**config.mk**
```make
export PLATFORM = sky130hd
export DESIGN_NAME = ysyx_23060124_wbu
export DESIGN_NICKNAME = d
export VERILOG_FILES = /design/src/rtl/ysyx_23060124_wbu_pkg.sv /design/src/rtl/ysyx_23060124_wbu_load_align.sv /design/src/rtl/ysyx_23060124_wbu.sv
export SDC_FILE = /design/constraint.sdc
export NUM_CORES = 1
export LEC_CHECK = 0
export BUFFER_PORTS_ARGS = -buffer_cell sky130_fd_sc_hd__buf_2
export CAP_MARGIN = 20
export CELL_PAD_IN_SITES_DETAIL_PLACEMENT = 1
export CELL_PAD_IN_SITES_GLOBAL_PLACEMENT = 2
export CORE_UTILIZATION = 29
export CTS_BUF_LIST = sky130_fd_sc_hd__clkbuf_2
export CTS_CLUSTER_SIZE = 10
export DETAILED_ROUTE_END_ITERATION = 8
export HOLD_SLACK_MARGIN = 0.06
export PLACE_DENSITY = 0.85
export SLEW_MARGIN = 40
export SYNTH_ARGS = -nofsm -noshare
export SYNTH_HDL_FRONTEND = slang
export SYNTH_SLANG_ARGS = --single-unit
```
**constraint.sdc**
```tcl
create_clock -name clk -period 1.8 [get_ports clk]
set_input_delay 0.36 -clock clk [delete_from_list [all_inputs] [get_ports clk]]
set_output_delay 0.36 -clock clk [all_outputs]
set_load 0.02 [all_outputs]
```
**src/rtl/ysyx_23060124_wbu_pkg.sv**
```systemverilog
// Shared widths, load-size encodings, FSM states and response codes for the writeback unit.
// The optional same-cycle forwarding port is enabled with YSYX_23060124_WB_BYPASS_EN.
package ysyx_23060124_wbu_pkg;

    localparam int XLEN_DEF  = 32;
    localparam int RADDR_DEF = 4;

    typedef enum logic [1:0] {
        LD_B   = 2'b00,
        LD_H   = 2'b01,
        LD_W   = 2'b10,
        LD_RSV = 2'b11
    } ld_size_e;

    typedef enum logic [1:0] {
        S_IDLE     = 2'b00,
        S_WAIT_MEM = 2'b01,
        S_WRITE    = 2'b10
    } wb_state_e;

    localparam logic [1:0] RRESP_OK = 2'b00;

    // Natural alignment check; the reserved size is always treated as illegal.
    function automatic logic ld_misaligned(input logic [1:0] size, input logic [1:0] addr_lo);
        logic bad;
        bad = 1'b0;
        case (size)
            LD_B:    bad = 1'b0;
            LD_H:    bad = addr_lo[0];
            LD_W:    bad = (addr_lo != 2'b00);
            default: bad = 1'b1;
        endcase
        return bad;
    endfunction

endpackage

```
**src/rtl/ysyx_23060124_wbu_load_align.sv**
```systemverilog
// Combinational load formatter: selects the byte/half lane of an aligned memory word
// and sign- or zero-extends it to XLEN; flags misaligned or reserved-size accesses.
module ysyx_23060124_load_align
    import ysyx_23060124_wbu_pkg::*;
#(
    parameter int XLEN = XLEN_DEF
) (
    input  logic [XLEN-1:0] rdata,
    input  logic [1:0]      addr_lo,
    input  logic [1:0]      size,
    input  logic            ld_unsigned,
    output logic [XLEN-1:0] data,
    output logic            misaligned
);

    function automatic logic [XLEN-1:0] ext8(input logic signed [7:0] v, input logic zext);
        return {{(XLEN-8){v[7] & ~zext}}, v};
    endfunction

    function automatic logic [XLEN-1:0] ext16(input logic signed [15:0] v, input logic zext);
        return {{(XLEN-16){v[15] & ~zext}}, v};
    endfunction

    logic signed [7:0]  lane_b;
    logic signed [15:0] lane_h;

    assign lane_b = rdata[{addr_lo, 3'b000} +: 8];
    assign lane_h = rdata[{addr_lo[1], 4'b0000} +: 16];

    always_comb begin
        data       = rdata;
        misaligned = ld_misaligned(size, addr_lo);
        case (size)
            LD_B:    data = ext8(lane_b, ld_unsigned);
            LD_H:    data = ext16(lane_h, ld_unsigned);
            default: data = rdata;
        endcase
    end

endmodule

```
**src/rtl/ysyx_23060124_wbu.sv**
```systemverilog
// Writeback unit: retires one instruction per handshake, waits for and formats load data,
// and drives the register-file write port. Define YSYX_23060124_WB_BYPASS_EN for forwarding outputs.
module ysyx_23060124_wbu
    import ysyx_23060124_wbu_pkg::*;
#(
    parameter int XLEN  = XLEN_DEF,
    parameter int RADDR = RADDR_DEF
) (
    input  logic             clk,
    input  logic             rst_n,
    input  logic             in_valid,
    output logic             in_ready,
    input  logic [RADDR-1:0] in_rd,
    input  logic             in_rd_wen,
    input  logic             in_is_load,
    input  logic [1:0]       in_ld_size,
    input  logic             in_ld_unsigned,
    input  logic [1:0]       in_addr_lo,
    input  logic [XLEN-1:0]  in_result,
    input  logic             mem_rvalid,
    output logic             mem_rready,
    input  logic [XLEN-1:0]  mem_rdata,
    input  logic [1:0]       mem_rresp,
    output logic             o_wen,
    output logic [RADDR-1:0] o_waddr,
    output logic [XLEN-1:0]  o_wdata,
    output logic             o_commit,
    output logic             o_fault
`ifdef YSYX_23060124_WB_BYPASS_EN
    ,
    output logic             o_fwd_valid,
    output logic [RADDR-1:0] o_fwd_addr,
    output logic [XLEN-1:0]  o_fwd_data
`endif
);

    wb_state_e state, state_nxt;

    logic             accept;
    logic             rsp_take;
    logic [RADDR-1:0] rd_p0;
    logic             rd_wen_p0;
    logic [1:0]       ld_size_p0;
    logic             ld_unsigned_p0;
    logic [1:0]       addr_lo_p0;
    logic [XLEN-1:0]  ld_data;
    logic             ld_misalign;
    logic             ld_fault;

    assign in_ready   = (state == S_IDLE) || (state == S_WRITE);
    assign mem_rready = (state == S_WAIT_MEM);
    assign accept     = in_valid & in_ready;
    assign rsp_take   = mem_rvalid & mem_rready;

    always_ff @(posedge clk or negedge rst_n) begin
        if (!rst_n) begin
            state <= S_IDLE;
        end else begin
            state <= state_nxt;
        end
    end

    always_comb begin
        state_nxt = state;
        case (state)
            S_IDLE, S_WRITE: begin
                if (accept) begin
                    state_nxt = in_is_load ? S_WAIT_MEM : S_WRITE;
                end else begin
                    state_nxt = S_IDLE;
                end
            end
            S_WAIT_MEM: begin
                if (rsp_take) begin
                    state_nxt = S_WRITE;
                end
            end
            default: state_nxt = S_IDLE;
        endcase
    end

    // Stage p0: hold the accepted load's fields while memory responds.
    always_ff @(posedge clk) begin
        if (accept && in_is_load) begin
            rd_p0          <= in_rd;
            rd_wen_p0      <= in_rd_wen;
            ld_size_p0     <= in_ld_size;
            ld_unsigned_p0 <= in_ld_unsigned;
            addr_lo_p0     <= in_addr_lo;
        end
    end

    ysyx_23060124_load_align #(
        .XLEN (XLEN)
    ) u_load_align (
        .rdata       (mem_rdata),
        .addr_lo     (addr_lo_p0),
        .size        (ld_size_p0),
        .ld_unsigned (ld_unsigned_p0),
        .data        (ld_data),
        .misaligned  (ld_misalign)
    );

    assign ld_fault = (mem_rresp != RRESP_OK) | ld_misalign;

    // Stage p1: write-port registers, valid exactly in the WRITE cycle.
    always_ff @(posedge clk or negedge rst_n) begin
        if (!rst_n) begin
            o_wen    <= 1'b0;
            o_waddr  <= '0;
            o_wdata  <= '0;
            o_commit <= 1'b0;
            o_fault  <= 1'b0;
        end else begin
            o_wen    <= 1'b0;
            o_commit <= 1'b0;
            o_fault  <= 1'b0;
            if (rsp_take) begin
                o_wen    <= rd_wen_p0 & (|rd_p0) & ~ld_fault;
                o_waddr  <= rd_p0;
                o_wdata  <= ld_data;
                o_commit <= 1'b1;
                o_fault  <= ld_fault;
            end else if (accept && !in_is_load) begin
                o_wen    <= in_rd_wen & (|in_rd);
                o_waddr  <= in_rd;
                o_wdata  <= in_result;
                o_commit <= 1'b1;
            end
        end
    end

`ifdef YSYX_23060124_WB_BYPASS_EN
    // Address/data are gated so the forward port reads zero outside WRITE.
    assign o_fwd_valid = o_wen;
    assign o_fwd_addr  = (state == S_WRITE) ? o_waddr : '0;
    assign o_fwd_data  = (state == S_WRITE) ? o_wdata : '0;
`endif

endmodule

```
Word level (Yosys, flattened, before mapping)
Cells that the tools add are included.
- input bits: 81
- register bits: 51
- output and inout bits: 41
- reduce and logical (&&, ||, !) cells: 12
- bitwise gates (word level): 10
- shift-type cells: 2
- multiplexer cells: 15
- equal/unequal tests: 5
- operator list (kind ; number):
    32-bit 2-to-1 mux ; 2
    32-bit one-hot mux with 2 select lines ; 1
    32-bit by 6-bit indexed part select with 16-bit output ; 1
    32-bit by 6-bit indexed part select with 8-bit output ; 1
    4-bit 2-to-1 mux ; 2
    4-bit OR reduction ; 2
    1-bit bitwise AND ; 7
    2-bit 2-to-1 mux ; 3
    2-bit nonzero test ; 3
    1-bit 2-to-1 mux ; 5
    2-bit by 1-bit equality test with 1-bit output, second input constant ; 2
    2-bit equality test, second input constant ; 2
    2-bit logical NOT ; 2
    2-bit one-hot mux with 2 select lines ; 1
    1-bit one-hot mux with 3 select lines ; 1
    1-bit logical AND ; 2
    2-bit by 1-bit inequality test with 1-bit output, second input constant ; 1
    1-bit inverter ; 2
    2-bit OR reduction ; 1
    1-bit logical NOT ; 1
    1-bit logical OR ; 1
    1-bit OR ; 1

Longest topological paths before layout
Gate-level depths: netlist (run 1).
- word-level depth: 6
- gate-level depth with buffers: 6

Hierarchy
Synthesis (run 1) repeated with hierarchy kept, for this count alone.
- cells, all modules: 291
- area, all modules: 3392.0 um^2
- by module, submodules not included (module ; times used ; cells each ; area an instance (um^2)):
    ysyx_23060124_wbu ; 1 ; 189 ; 2690.1
    ysyx_23060124_load_align ; 1 ; 102 ; 701.9

Worst setup path before layout (run 1)
No wires, ideal clock.
- kind: reg2reg
- start: register addr_lo_p0[1]
- end: register o_wdata[14]
- path slack: 284 ps
- clock period less this slack: 1516 ps
- stages on the path, launching flop included: 5
- library setup time: 146 ps
- path buffers: 0
- data arrival time: 1369 ps
- cells stage by stage: edfxtp_1 -> mux4_1 -> nor3b_4 -> nor3_4 -> a221oi_1
- cells in the longest elaborated chain, start to end: 4
- ends and longest elaborated chain (what ; line ; source):
    from (decl) ; ysyx_23060124_wbu.sv:45 ; logic [1:0] addr_lo_p0;
    from (signal assigned) ; ysyx_23060124_wbu.sv:89 ; addr_lo_p0 <= in_addr_lo;
    32-bit by 6-bit indexed part select with 8-bit output ; ysyx_23060124_wbu_load_align.sv:27 ; assign lane_b = rdata[{addr_lo, 3'b000} +: 8];
    1-bit bitwise AND ; ysyx_23060124_wbu_load_align.sv:17 ; return {{(XLEN-8){v[7] & ~zext}}, v};
    32-bit one-hot mux with 2 select lines * ; ysyx_23060124_wbu_load_align.sv:33 ; case (size)
    32-bit 2-to-1 mux * ; ysyx_23060124_wbu.sv:118 ; if (rsp_take) begin
    to (signal assigned) ; ysyx_23060124_wbu.sv:121 ; o_wdata <= ld_data;
    to (signal assigned) ; ysyx_23060124_wbu.sv:127 ; o_wdata <= in_result;
    to (decl) ; ysyx_23060124_wbu.sv:26 ; output logic [XLEN-1:0] o_wdata,
Every way passes the cells marked *; elsewhere a longest branch is shown, timed or not.
A chain may end at the register's enable or synchronous reset.

Worst setup path after layout (run 1)
- start: register addr_lo_p0[1]
- end: register o_wdata[10]
The elaborated chain is that of the path after synthesis.

==> results of run 1 <==
[cell type report]
| type | count | share of cell area, % |
|---|---|---|
| Multi-Input combinational cell | 177 | 36.3 |
| Sequential cell | 51 | 33.6 |
| Timing Repair Buffer | 151 | 23.1 |
| Tap cell | 129 | 4.09 |
| Clock inverter | 3 | 1.71 |
| Clock buffer | 5 | 0.635 |
| Inverter | 5 | 0.476 |
[worst register-to-register path, cell delays in order, from the launching register on]
cell and delay, ns:
sky130_fd_sc_hd__edfxtp_1 0.47, sky130_fd_sc_hd__buf_4 0.14, sky130_fd_sc_hd__mux4_2 0.48, sky130_fd_sc_hd__nor3b_4 0.17, sky130_fd_sc_hd__nor3_4 0.18, sky130_fd_sc_hd__buf_6 0.16, sky130_fd_sc_hd__a221oi_2 0.07
[report_power, final]
group,switching (µW),leakage (µW),total (µW),internal (µW)
Combinational,753,0.00109,1300,543
Clock,378,0.0000492,750,372
Sequential,133,0.000593,1550,1420
Total,1260,0.00173,3600,2330
[state kept, by name, indices dropped and copies added, names as in the netlist]
signal	cells
addr_lo_p0	2
ld_size_p0	2
ld_unsigned_p0	1
o_commit	1
o_fault	1
o_waddr	4
o_wdata	32
o_wen	1
rd_p0	4
rd_wen_p0	1
state	2
[metal layers]
metal / global-route usage (%) / wire (µm)
met1: 23.8 / 3950
met2: 33.3 / 5040
met3: 2.84 / 407
met4: 5.02 / 149
met5: 0 / 0
[through the flow]
| stage | total power [µW] | hold slack, ns | utilization, % | setup WS [ns] |
|---|---|---|---|---|
| 2_1_floorplan | 2280 | 0.0644 | - | 0.284 |
| 3_3_place_gp | 2780 | 0.345 | 39.0 | 0.00935 |
| 5_1_grt | 3790 | 0.0602 | 42.3 | -0.0276 |
| 6_report | 3600 | 0.0969 | 42.3 | 0.0561 |
| 3_5_place_dp | 2820 | 0.346 | 39.0 | -0.110 |
| 4_1_cts | 3580 | 0.0628 | 40.4 | 0.0270 |
[worst min path at each step]
stage	slack [ns]	to
final	0.1	rd_p0[1]$_DFFE_PP_
after global routing	0.06	rd_p0[1]$_DFFE_PP_
after CTS	0.06	ld_size_p0[0]$_DFFE_PP_
after detailed placement	0.35	o_wdata[30]$_DFFE_PN0P_
after global placement	0.35	o_wdata[27]$_DFFE_PN0P_
after floorplan	0.06	o_commit$_DFF_PN0_
[synthesized netlist by cell type]
cell                        instances
sky130_fd_sc_hd__a22oi_1            1
sky130_fd_sc_hd__nor3b_1            1
sky130_fd_sc_hd__and3_1             1
sky130_fd_sc_hd__o21ai_0            9
sky130_fd_sc_hd__nand2_4            1
sky130_fd_sc_hd__nor3_1            13
sky130_fd_sc_hd__and3b_1            1
sky130_fd_sc_hd__buf_6              2
sky130_fd_sc_hd__mux2i_1           28
sky130_fd_sc_hd__mux4_2             5
sky130_fd_sc_hd__buf_2              5
sky130_fd_sc_hd__dfrtp_1           41
sky130_fd_sc_hd__o21ai_2            1
sky130_fd_sc_hd__a21o_1             1
sky130_fd_sc_hd__nand3_1           23
sky130_fd_sc_hd__mux4_1             3
sky130_fd_sc_hd__or4_1              1
sky130_fd_sc_hd__o41ai_1            1
sky130_fd_sc_hd__and2_1             1
sky130_fd_sc_hd__nand3b_1           2
sky130_fd_sc_hd__nor3_4             1
sky130_fd_sc_hd__a2111oi_4          1
sky130_fd_sc_hd__o311ai_0           1
sky130_fd_sc_hd__a21boi_0           1
sky130_fd_sc_hd__inv_1              5
sky130_fd_sc_hd__edfxtp_1          10
sky130_fd_sc_hd__nor3b_4            1
sky130_fd_sc_hd__nand2b_4           1
sky130_fd_sc_hd__o31ai_1            1
sky130_fd_sc_hd__a221oi_1           7
sky130_fd_sc_hd__o22ai_1            1
sky130_fd_sc_hd__o211ai_1          15
sky130_fd_sc_hd__nand2b_1           1
sky130_fd_sc_hd__mux2_2             7
sky130_fd_sc_hd__nand2_1           30
sky130_fd_sc_hd__buf_4              4
sky130_fd_sc_hd__nor2b_1            1
sky130_fd_sc_hd__a32oi_1            7
sky130_fd_sc_hd__clkbuf_1          10
sky130_fd_sc_hd__a21oi_1            2
sky130_fd_sc_hd__nor2_1             5
[cells by family (layout without fill, tap and decap cells)]
group | Yosys count | after routing | synth area share (%)
AOI/OAI and AO/OA | 49 | 50 | 13.5
muxes | 43 | 43 | 19.5
DFF | 51 | 51 | 46.9
and+or+nand+nor | 84 | 84 | 15.4
buffers and inverters | 26 | 164 | 4.74
[what timing repair did]
item                                    in CTS  in global routing
gates resized for setup                      1                 13
buffers inserted                             0                  7
pin swaps                                    0                  5
endpoints found under the setup margin      15                 18
hold endpoints to repair                    21                  6
cloned                                       0                  1
hold buffers                                 3                  6
==> run summary, run 1 <==
The clock tree synthesis step divided the H-tree into 2 levels. The sequential cell area is around 1300 µm². The final-report setup violation count came out at 0. The TritonCTS clock tree is built.

The number of buffers and inverters on the critical path is 2. The cell row count came out at 35. In this design, the stage delay of the slowest critical-path cell is about 0.48 ns. VDD sags by at most between 0.0005 and 0.0006 V. The signal on the critical path passes through buf_4 > mux4_2 > nor3b_4 > nor3_4 > buf_6 > a221oi_2.

The number of remaining DRC errors is 0. In this run the power density over the cells is approximately 910 nW/µm². For the pin with the worst max-slew slack, the measured transition is ~0.53 ns. The total nets after synthesis is about 330.

The post-synthesis cell type count is slightly above 40. The number of max-slew violations in the final report came to 0. After routing, the total negative slack on setup checks comes to 0 ns.

The number of I/O port buffers is 121. The slowest stage of the critical path belongs to the cell sky130_fd_sc_hd__mux4_2. The via count of the first global-routing pass is around 2,700. The worst setup path is launched from a register. The synthesized design contains just over 50 register bits. The number of hold-slack violations in the final timing report is 0. The number of clock buffers added by TritonCTS is 5. Global routing used between 10% and 20% of the available tracks. For this block, the routed nets add up to approximately 9600 µm of wire. The worst max-slew margin expressed relative to the limit is between 60% and 70%.

Counting I/O delays and the setup requirement, the final critical path takes between 1.5 and 2 ns. The area occupied by multi-input gates came out at 1430 µm². In this run the remaining antenna-violating nets after routing total 0. The startpoint of the most critical hold path is in_rd[1]. The reported max-cap violation count came out at 0.

The cell area after synthesis is approximately 2800 µm². The kind of capture point of the worst setup path is a register. The flow ran to the end, and the final reports show no timing, DRC or antenna violations.

Setup repair after global routing could not meet its margin everywhere. Measured in cells, the most critical reg-to-reg path has a length of 6. The number of buffers on the longest clock path is 2. The filler-free cell count of the finished design is approximately 520.

The clock edge transition at the registers on the reported setup and hold paths came out at 0.27 ns. The average vias per placed instance is ~5. The worst register-to-register path has a setup slack of between 0.05 and 0.06 ns. The post-route fraction of the period consumed by the critical path came out at between 90% and 100%.

The post-layout net count came out at between 400 and 500. For the worst setup path, the data arrival time is approximately 2.1 ns. The timing-limited maximum frequency came out at between 0.5 and 0.6 GHz. The number of clock sinks seen by CTS came out at 51. The largest net degree at the start of global routing is 24.

In the layout the commonest cells are sky130_fd_sc_hd__buf_2 (121), sky130_fd_sc_hd__dfrtp_1 (41), sky130_fd_sc_hd__nand2_1 (30). The final HPWL from detailed placement came out at around 7300 µm. The leading cell type in the layout, fill and taps excluded is sky130_fd_sc_hd__buf_2. The count of synthesis-stage warnings from yosys came out at 0. The hold-critical path depth came out at 1. The clock latency of the later-clocked register in the worst-skew pair is ~0.45 ns. The layout overhead on the synthesized area came out at 39.5%.

In this run the mean area of a mapped cell was around 11 µm². The total non-filler cell area in the finished layout is 3940 µm². The starting utilization of the core area came out at between 30 and 40%. The number of search-and-repair iterations in the first detailed-routing pass is 4. Once placement finished, the instance area stood at 3640 µm². The launching point of the worst reg2reg path is addr_lo_p0[1]$_DFFE_PP_. The initial antenna violation count was 0. The critical path ends at o_wdata[10]$_DFFE_PN0P_. The global-route wire length before repair is around 14,000 µm.

The library cell used as clock root buffer is sky130_fd_sc_hd__clkbuf_2. The clock skew after layout came out at between 0.02 and 0.025 ns. The leakage power figure came out at approximately 0.0017 µW. The fraction of final layout cells with drive strength greater than 1 came out at between 40% and 50%. The path class of the tightest hold or removal check is input port to register. The count of routing violations after the opening detailed-route iteration came out at approximately 100.

The standard cell core area is 9330 µm². The area of the die came out at 10,100 µm². The routed wire length per instance is approximately 18 µm. The endpoint of the most critical register-to-register path is o_wdata[10]$_DFFE_PN0P_. The number of diodes is 0. Tracing the worst setup path back leads to its startpoint at addr_lo_p0[1]$_DFFE_PP_. The gate count after technology mapping came out at ~250. The highest fanout seen on the critical path is 7. Summed over all instances, the cell type with the most area after synthesis is sky130_fd_sc_hd__dfrtp_1. The cell depth of the worst setup path came out at 6. The cell total after placement came out at 496. After synthesis, the cell types taking the most area are sky130_fd_sc_hd__dfrtp_1 (36%), sky130_fd_sc_hd__edfxtp_1 (11%), sky130_fd_sc_hd__mux2i_1 (9.9%). The routability-driven placement congestion ratio came out at 0.805. The routed layout has roughly 2,600 vias. The sequential fraction of the synthesis area is a little under half. The cell family contributing the most delay on the critical path is multiplexers. The die span in y came out at 101 µm. The total congestion overflow after global routing is 0.

The count of filler cells inserted in the layout came out at about 1,100. The x dimension of the die came out at approximately 100 µm. The worst setup path category is register to register.

The area fraction of the dominant cell type after synthesis came out at between 30 and 40%. STA puts the critical path data required time at roughly 2.2 ns. The number of I/O pins is 122.
(Power assumes the default switching activity.)
==> inputs of run 2 (changes only) <==
Clock period 1.8 ns to 1.72 ns, I/O delays scaled along.
==> run 2 against run 1 <==
  * Non-clock buffer count increased by 8
  * Cell area increased by 0.89%
  * Combinational power increased by 6%
  * Core utilization increased by 0.38 points
  * Clock power decreased by 35%
==> run summary, run 2 (synthesized netlist as in run 1, its figures left out) <==
The run finished with clean final reports. The layout overhead on the synthesized area is 40.7%. The number of diodes is 0. The final routed wirelength across all metal layers came out at between 9000 and 10,000 µm. In the final layout, the registers with the most flip-flops are o_wdata (32), o_waddr (4), rd_p0 (4). The worst setup path is launched from a register. Setup violations remaining at the end of the flow were counted as 0.

The post-layout net count is 480. After detailed routing, the number of remaining DRC violations is 0. Setup repair after global routing could not meet its margin everywhere. The utilization after layout is 42.6%.

The post-route fraction of the period consumed by the critical path is between 90 and 100%. The routed wire length per instance is ~18 µm. The die span in y is between 100 and 150 µm. The required time of the critical path is slightly above 2 ns. Global routing finished with a remaining overflow of 0.

The largest net degree at the start of global routing came out at 42. The worst-case IR drop observed on VDD is between 0.0003 and 0.0004 V. The worst max-slew margin expressed relative to the limit came out at between 60% and 70%. The level count of the clock H-tree is 2. At the worst endpoint, the arrival time is 2.03 ns.

The via count of the first global-routing pass came out at 2,769. The number of vias in the routed layout is about 2,700. The number of hold-slack violations in the final timing report came out at 0.

Global routing consumed, over all layers together, roughly a fifth of the routing resources. After floorplanning, the core was sized to cover 9330 µm². The initial antenna violation count came out at 0. The placement-stage cell area is 3640 µm². Buffers placed on the I/O ports in this run total around 120.

The total non-filler cell area in the finished layout is roughly 4000 µm². The TritonCTS clock tree is built. At the pin with the least slew margin, the transition time is between 0.5 and 0.6 ns. In this run the clock root is driven by a sky130_fd_sc_hd__clkbuf_2.

The clock edge transition at the registers on the reported setup and hold paths is between 0.2 and 0.3 ns. Ranked by flip-flop count, first place goes to o_wdata. The floorplan has 35 rows. In the layout the commonest cells are sky130_fd_sc_hd__buf_2 (120), sky130_fd_sc_hd__dfrtp_1 (41), sky130_fd_sc_hd__nand2_1 (29). The count of nets left with antenna violations once routing finished came out at 0.

The final HPWL from detailed placement came out at approximately 7400 µm. The register with the most flip-flops in the layout has 32 of them. The timing-limited maximum frequency is ~0.59 GHz. The power density over the cells came out at between 800 and 900 nW/µm².

The number of I/O pins came out at roughly 120. From left edge to right edge, the die measures between 100 and 150 µm. The number of search-and-repair iterations in the first detailed-routing pass came out at 4.

The path type of the worst min-delay path is input port to register. The area occupied by multi-input gates is around 1500 µm². The final period demand of the worst path is about 1.7 ns. The count of routing violations after the opening detailed-route iteration came out at 105. In the final layout, flip-flops and latches occupy roughly 1300 µm².

Once the floorplan was initialized, standard cells occupied a little under a third of the core. The worst setup path category is register to register. The fraction of final layout cells with drive strength greater than 1 came out at between 40% and 50%. The clock skew after layout is 0.0217 ns.

The average vias per placed instance is slightly above 5. The die covers approximately 10,000 µm². Leaving out fill and tap cells, the most frequent cell in the layout is sky130_fd_sc_hd__buf_2. Overall power consumption after layout is estimated at between 3000 and 4000 µW.

Along the worst path, the maximum fanout reaches 7. The number of buffers on the longest clock path is 2. The clock reaches the later pin of the worst-skew pair after roughly 0.45 ns. The routability-driven placement congestion ratio came out at ~0.8. The number of max-slew violations in the final report came out at 0. The number of clock sinks seen by CTS came out at between 50 and 60. The count of filler cells inserted in the layout came out at around 1,100. In this run the static leakage power is 0.00175 µW. Buffers inserted during clock tree synthesis total 5. The global-route wire length before repair came out at about 15,000 µm. Hold is met by about 0.094 ns. The reported max-cap violation count came out at 0. STA classifies the critical path endpoint as a register.
[run 2: cell count changes in the layout (fill, tap and decap cells not counted), sizes merged]
| cell | before | now |
|---|---|---|
| dlygate4sd3 | 9 | 11 |
| bufinv | 2 | 0 |
| buf | 142 | 148 |
| clkbuf | 5 | 6 |
| clkinv | 0 | 2 |
| clkinvlp | 1 | 0 |
[run 2: per-stage QoR]
step | setup TNS, ns | worst slack [ns] | std cells
after CTS | -0.0128 | -0.00499 | 518
after detailed placement | -1.74 | -0.154 | 499
after global placement | -0.000864 | -0.000864 | 499
after floorplan | 0 | 0.204 | 253
after global routing | -0.485 | -0.0588 | 529
final | 0 | 0.0277 | 529
[run 2: area by class of cell]
type                       instances  share of cell area, %
clock buffer                       6                  0.755
clock inverter                     2                  0.220
inverter                           5                  0.472
multi-input combinational        177                   37.1
sequential                        51                   33.3
tap                              129                   4.06
timing repair buffer             159                   24.1
[run 2: layer usage]
metal	vias to the layer above	GRT usage (%)	part of all wire, %
met5	-	0	0
met4	0	7.36	2.4
met3	17	2.64	4.6
met2	97	33.2	51
met1	1326	24.6	42
li1	1257	-	-
[run 2: path summary, 6_finish.rpt]
kind	depth (start not counted)	from	slack, ns	end
max	5	addr_lo_p0[1]$_DFFE_PP_	0.03	o_wdata[14]$_DFFE_PN0P_
min	3	in_result[1]	0.09	o_wdata[1]$_DFFE_PN0P_
max reg2reg	5	addr_lo_p0[1]$_DFFE_PP_	0.03	o_wdata[14]$_DFFE_PN0P_
min reg2reg	2	o_wdata[7]$_DFFE_PN0P_	0.54	o_wdata[7]$_DFFE_PN0P_
max in group asynchronous	3	rst_n	0.88	o_wdata[21]$_DFFE_PN0P_
min in group asynchronous	3	rst_n	0.45	o_wdata[24]$_DFFE_PN0P_
[run 2: power breakdown]
part / total, µW / switching, µW / leakage (µW) / internal [µW]
registers: 1630 / 143 / 0.000593 / 1480
logic: 1380 / 796 / 0.00113 / 583
clock network: 485 / 386 / 0.0000304 / 99.9
[run 2: repair_timing]
item | CTS | global route
hold endpoints to repair | 45 | 6
buffers inserted | 5 | 5
gates cloned | 1 | 0
setup endpoints to repair | 16 | 27
hold buffers | 5 | 6
gates resized for setup | 9 | 18
pin swaps | 3 | 10
[run 2: critical path, stage by stage, from the launching register on]
cell                       delay (ns)
sky130_fd_sc_hd__edfxtp_1        0.50
sky130_fd_sc_hd__mux4_2          0.54
sky130_fd_sc_hd__nor3b_4         0.18
sky130_fd_sc_hd__nor3_4          0.16
sky130_fd_sc_hd__buf_6           0.16
sky130_fd_sc_hd__a221oi_2        0.07
==> inputs of run 3 (changes only) <==
Settings changed: CORE_MARGIN from default to 2.
==> run 3 against run 2 <==
  * Sequential power is essentially flat
  * First-iteration DRC count is 6.7% lower
  * Wire length up 1.7%
  * Clock power is 2% higher
  * Power down 0.88%
  * Via count decreased by 2.0%
  * Fmax is 2.8% higher
  * Core utilization shrank 2.4 points
  * Worst hold slack gained 0.022 ns
  * Sequential share of layout area increased by 1.0 points
  * Register-to-register slack improved by 0.05 ns
  * Combinational power is 4% lower
==> run summary, run 3 (synthesized netlist as in run 1, its figures left out) <==
The run finished with clean final reports. For this run, the slowest stage of the critical path takes approximately 0.51 ns. The initial antenna violation count came to 0. For this design the ratio of total power to cell area is around 900 nW/µm². The signal on the critical path passes through mux4_2 > nor3b_4 > nor3_4 > a221oi_1.

Global routing finished with a remaining overflow of 0. The number of hold-slack violations in the final timing report came out at 0. The count of filler cells inserted in the layout is ~1,100. The total power after layout is 3460 µW.

The startpoint identified for the worst register-to-register timing path is addr_lo_p0[1]$_DFFE_PP_. The worst hold margin came out at about 0.12 ns. The final routed wirelength across all metal layers came out at ~10000 µm. The fraction of final layout cells with drive strength greater than 1 came out at between 40% and 50%. The peak ir drop on the vdd network came out at roughly 0.00037 V. The filler-free cell count of the finished design is roughly 520. The worst register-to-register path ends at o_wdata[14]$_DFFE_PN0P_. Setup violations remaining at the end of the flow were counted as 0. Before antenna repair, the detailed router went through 4 iterations.

The library cell used most frequently in the layout, excluding fill and tap cells, is sky130_fd_sc_hd__buf_2. The number of max-slew violations in the final report is 0. For the pin with the worst max-slew slack, the measured transition is 0.453 ns. After detailed routing, the number of remaining DRC violations is 0. The number of clock sinks seen by CTS is 51.

The setup TNS is 0 ns. STA classifies the critical path startpoint as a register. The clock edge transition at the registers on the reported setup and hold paths is ~0.26 ns. Using the TritonRoute via totals, the vias-per-cell ratio works out to around 5.0. The largest registers in the layout are o_wdata (32), o_waddr (4), rd_p0 (4).

At the end of routability-driven placement, the weighted congestion stood at 0.809. The worst hold path belongs to the class input port to register. The number of buffers on the longest clock path is 2. Across every metal layer, demand over resource in global routing totals a little under a fifth. Setup repair after global routing could not meet its margin everywhere.

The slowest library cell on the worst path is sky130_fd_sc_hd__mux4_2. The worst setup path is captured at a register. The smallest clock period supported by the final layout is computed as ~1.6 ns. The utilization after layout came out at 40.2%. Broken down by cell family, the worst path's largest delay share belongs to multiplexers. The residual antenna-violating net count after detailed routing is 0. The area of the die came out at 10,600 µm². Across the whole layout, storage elements account for 1330 µm². The required time of the critical path came out at 2.05 ns.

The highest fanout seen on the critical path is 7. The first global-routing pass estimated around 15,000 µm of wire. The buffering stage count on the worst path with inverters included is 0. In the final routed layout, each cell accounts on average for ~19 µm. The flip-flop count of the largest register, all copies and words added came out at 32. In this run, the number of DRC markers left after iteration 0 of detailed routing was about 100. The data arrival time of the worst path came out at between 1.5 and 2 ns. The clock skew after layout is 0.0273 ns. The number of clock buffers added by TritonCTS is 5. The library cell used as clock root buffer is sky130_fd_sc_hd__clkbuf_2. The x dimension of the die is a little over 100 µm.

The reported max-cap violation count came out at 0. In this run the worst setup path begins at addr_lo_p0[1]$_DFFE_PP_. The die span in y came out at ~100 µm. The standard cell core area is approximately 9600 µm². The timing-limited maximum frequency came out at approximately 0.6 GHz. The final HPWL from detailed placement came out at ~7700 µm. The cell depth of the worst setup path came out at 4.

The number of vias in the routed layout is roughly 2,600. The clock latency of the later-clocked register in the worst-skew pair is 0.44 ns. The starting utilization of the core area is 29.5%.

The cell total after placement came out at ~510. The multi-input combinational cells in the finished layout cover a total of 1390 µm². TritonCTS built the clock tree. The worst path uses between 90% and 100% of the clock period. The worst register-to-register path has a depth of 4. The post-layout net count is about 470. o_wdata holds more flip-flops than any other register. Leaving out fill and tap cells, the most frequent cells in the layout are sky130_fd_sc_hd__buf_2 (120), sky130_fd_sc_hd__dfrtp_1 (41), sky130_fd_sc_hd__nand2_1 (30).

Compared with the post-synthesis result, the final layout area differs by 36.4%. For this design the static power due to leakage is around 0.0017 µW. During I/O placement, the number of pins put on the boundary was roughly 120.

In this run the register-to-register setup slack is between 0.07 and 0.08 ns. The worst max-slew margin expressed relative to the limit came out at a little over two thirds. During placement, the flow inserted port buffers numbering 121.

The most critical setup path has its endpoint at o_wdata[14]$_DFFE_PN0P_. The level count of the clock H-tree is 2. Entering global routing, the biggest net connects 36 pins.

By startpoint and endpoint, the worst setup path is classified as register to register. The via count of the first global-routing pass came out at roughly 2,700. The cell row count is 36.
-- run 3: changes by cell type in the layout (fill, tap and decap cells not counted), moves of 2 or more --
cell	delta
sky130_fd_sc_hd__buf_12	+2
sky130_fd_sc_hd__nor2_2	+2
sky130_fd_sc_hd__a221oi_2	-6
sky130_fd_sc_hd__nor3_1	+3
sky130_fd_sc_hd__a221oi_1	+6
sky130_fd_sc_hd__nor2_1	-2
sky130_fd_sc_hd__mux4_2	-2
sky130_fd_sc_hd__nor3_4	-2
sky130_fd_sc_hd__dlygate4sd3_1	-2
sky130_fd_sc_hd__buf_4	-7
sky130_fd_sc_hd__mux4_1	+2
-- run 3: metrics by stage --
stage | setup WS [ns] | area, µm²
after floorplan | 0.204 | 2830
after global placement | -0.00449 | 3680
after detailed placement | -0.124 | 3680
after CTS | 0.0217 | 3780
after global routing | -0.0309 | 3850
final | 0.0743 | 3860
-- run 3: worst min-delay path by stage --
stage / startpoint / end / slack (ns) / cells past startpoint
after floorplan: rst_n / o_commit$_DFF_PN0_ / 0.05 / 0
after global placement: rst_n / o_wdata[14]$_DFFE_PN0P_ / 0.32 / 1
after detailed placement: rst_n / o_wdata[13]$_DFFE_PN0P_ / 0.32 / 1
after CTS: in_ld_unsigned / ld_unsigned_p0$_DFFE_PP_ / 0.07 / 1
after global routing: in_rd[1] / rd_p0[1]$_DFFE_PP_ / 0.06 / 1
final: in_result[4] / o_wdata[4]$_DFFE_PN0P_ / 0.12 / 3
-- run 3: timing repair --
| item | CTS | global route |
|---|---|---|
| hold endpoints to repair | 22 | 3 |
| hold buffers | 6 | 3 |
| pin swaps | 0 | 1 |
| setup endpoints to repair | 15 | 31 |
| gates resized for setup | 1 | 10 |
| setup buffers | 0 | 1 |
| cloned | 0 | 0 |
-- run 3: cell type report --
type                       count  share of cell area (%)
timing repair buffer         151                    23.7
multi-input combinational    176                    36.1
antenna                        1                  0.0649
sequential                    51                    34.4
inverter                       5                   0.487
clock inverter                 1                   0.162
clock buffer                   6                   0.779
tap                          133                    4.32
-- run 3: per-layer routing --
metal | share of wire, % | GRT usage [%] | up-vias
met2 | 51 | 32.7 | 86
met1 | 42 | 24.9 | 1321
met4 | 1.0 | 3.90 | 0
met3 | 5.4 | 3.12 | 6
li1 | - | - | 1230
met5 | 0 | 0 | -
-- run 3: worst min-delay path: cells and delay by family --
family	cells	cell delay, ns
buf+inv	1	0.07
simple gates	2	0.11
-- run 3: power breakdown --
| part | internal [µW] | leakage [µW] | switching [µW] |
|---|---|---|---|
| Clock | 101 | 0.0000294 | 393 |
| Combinational | 550 | 0.00109 | 781 |
| Sequential | 1480 | 0.000593 | 151 |
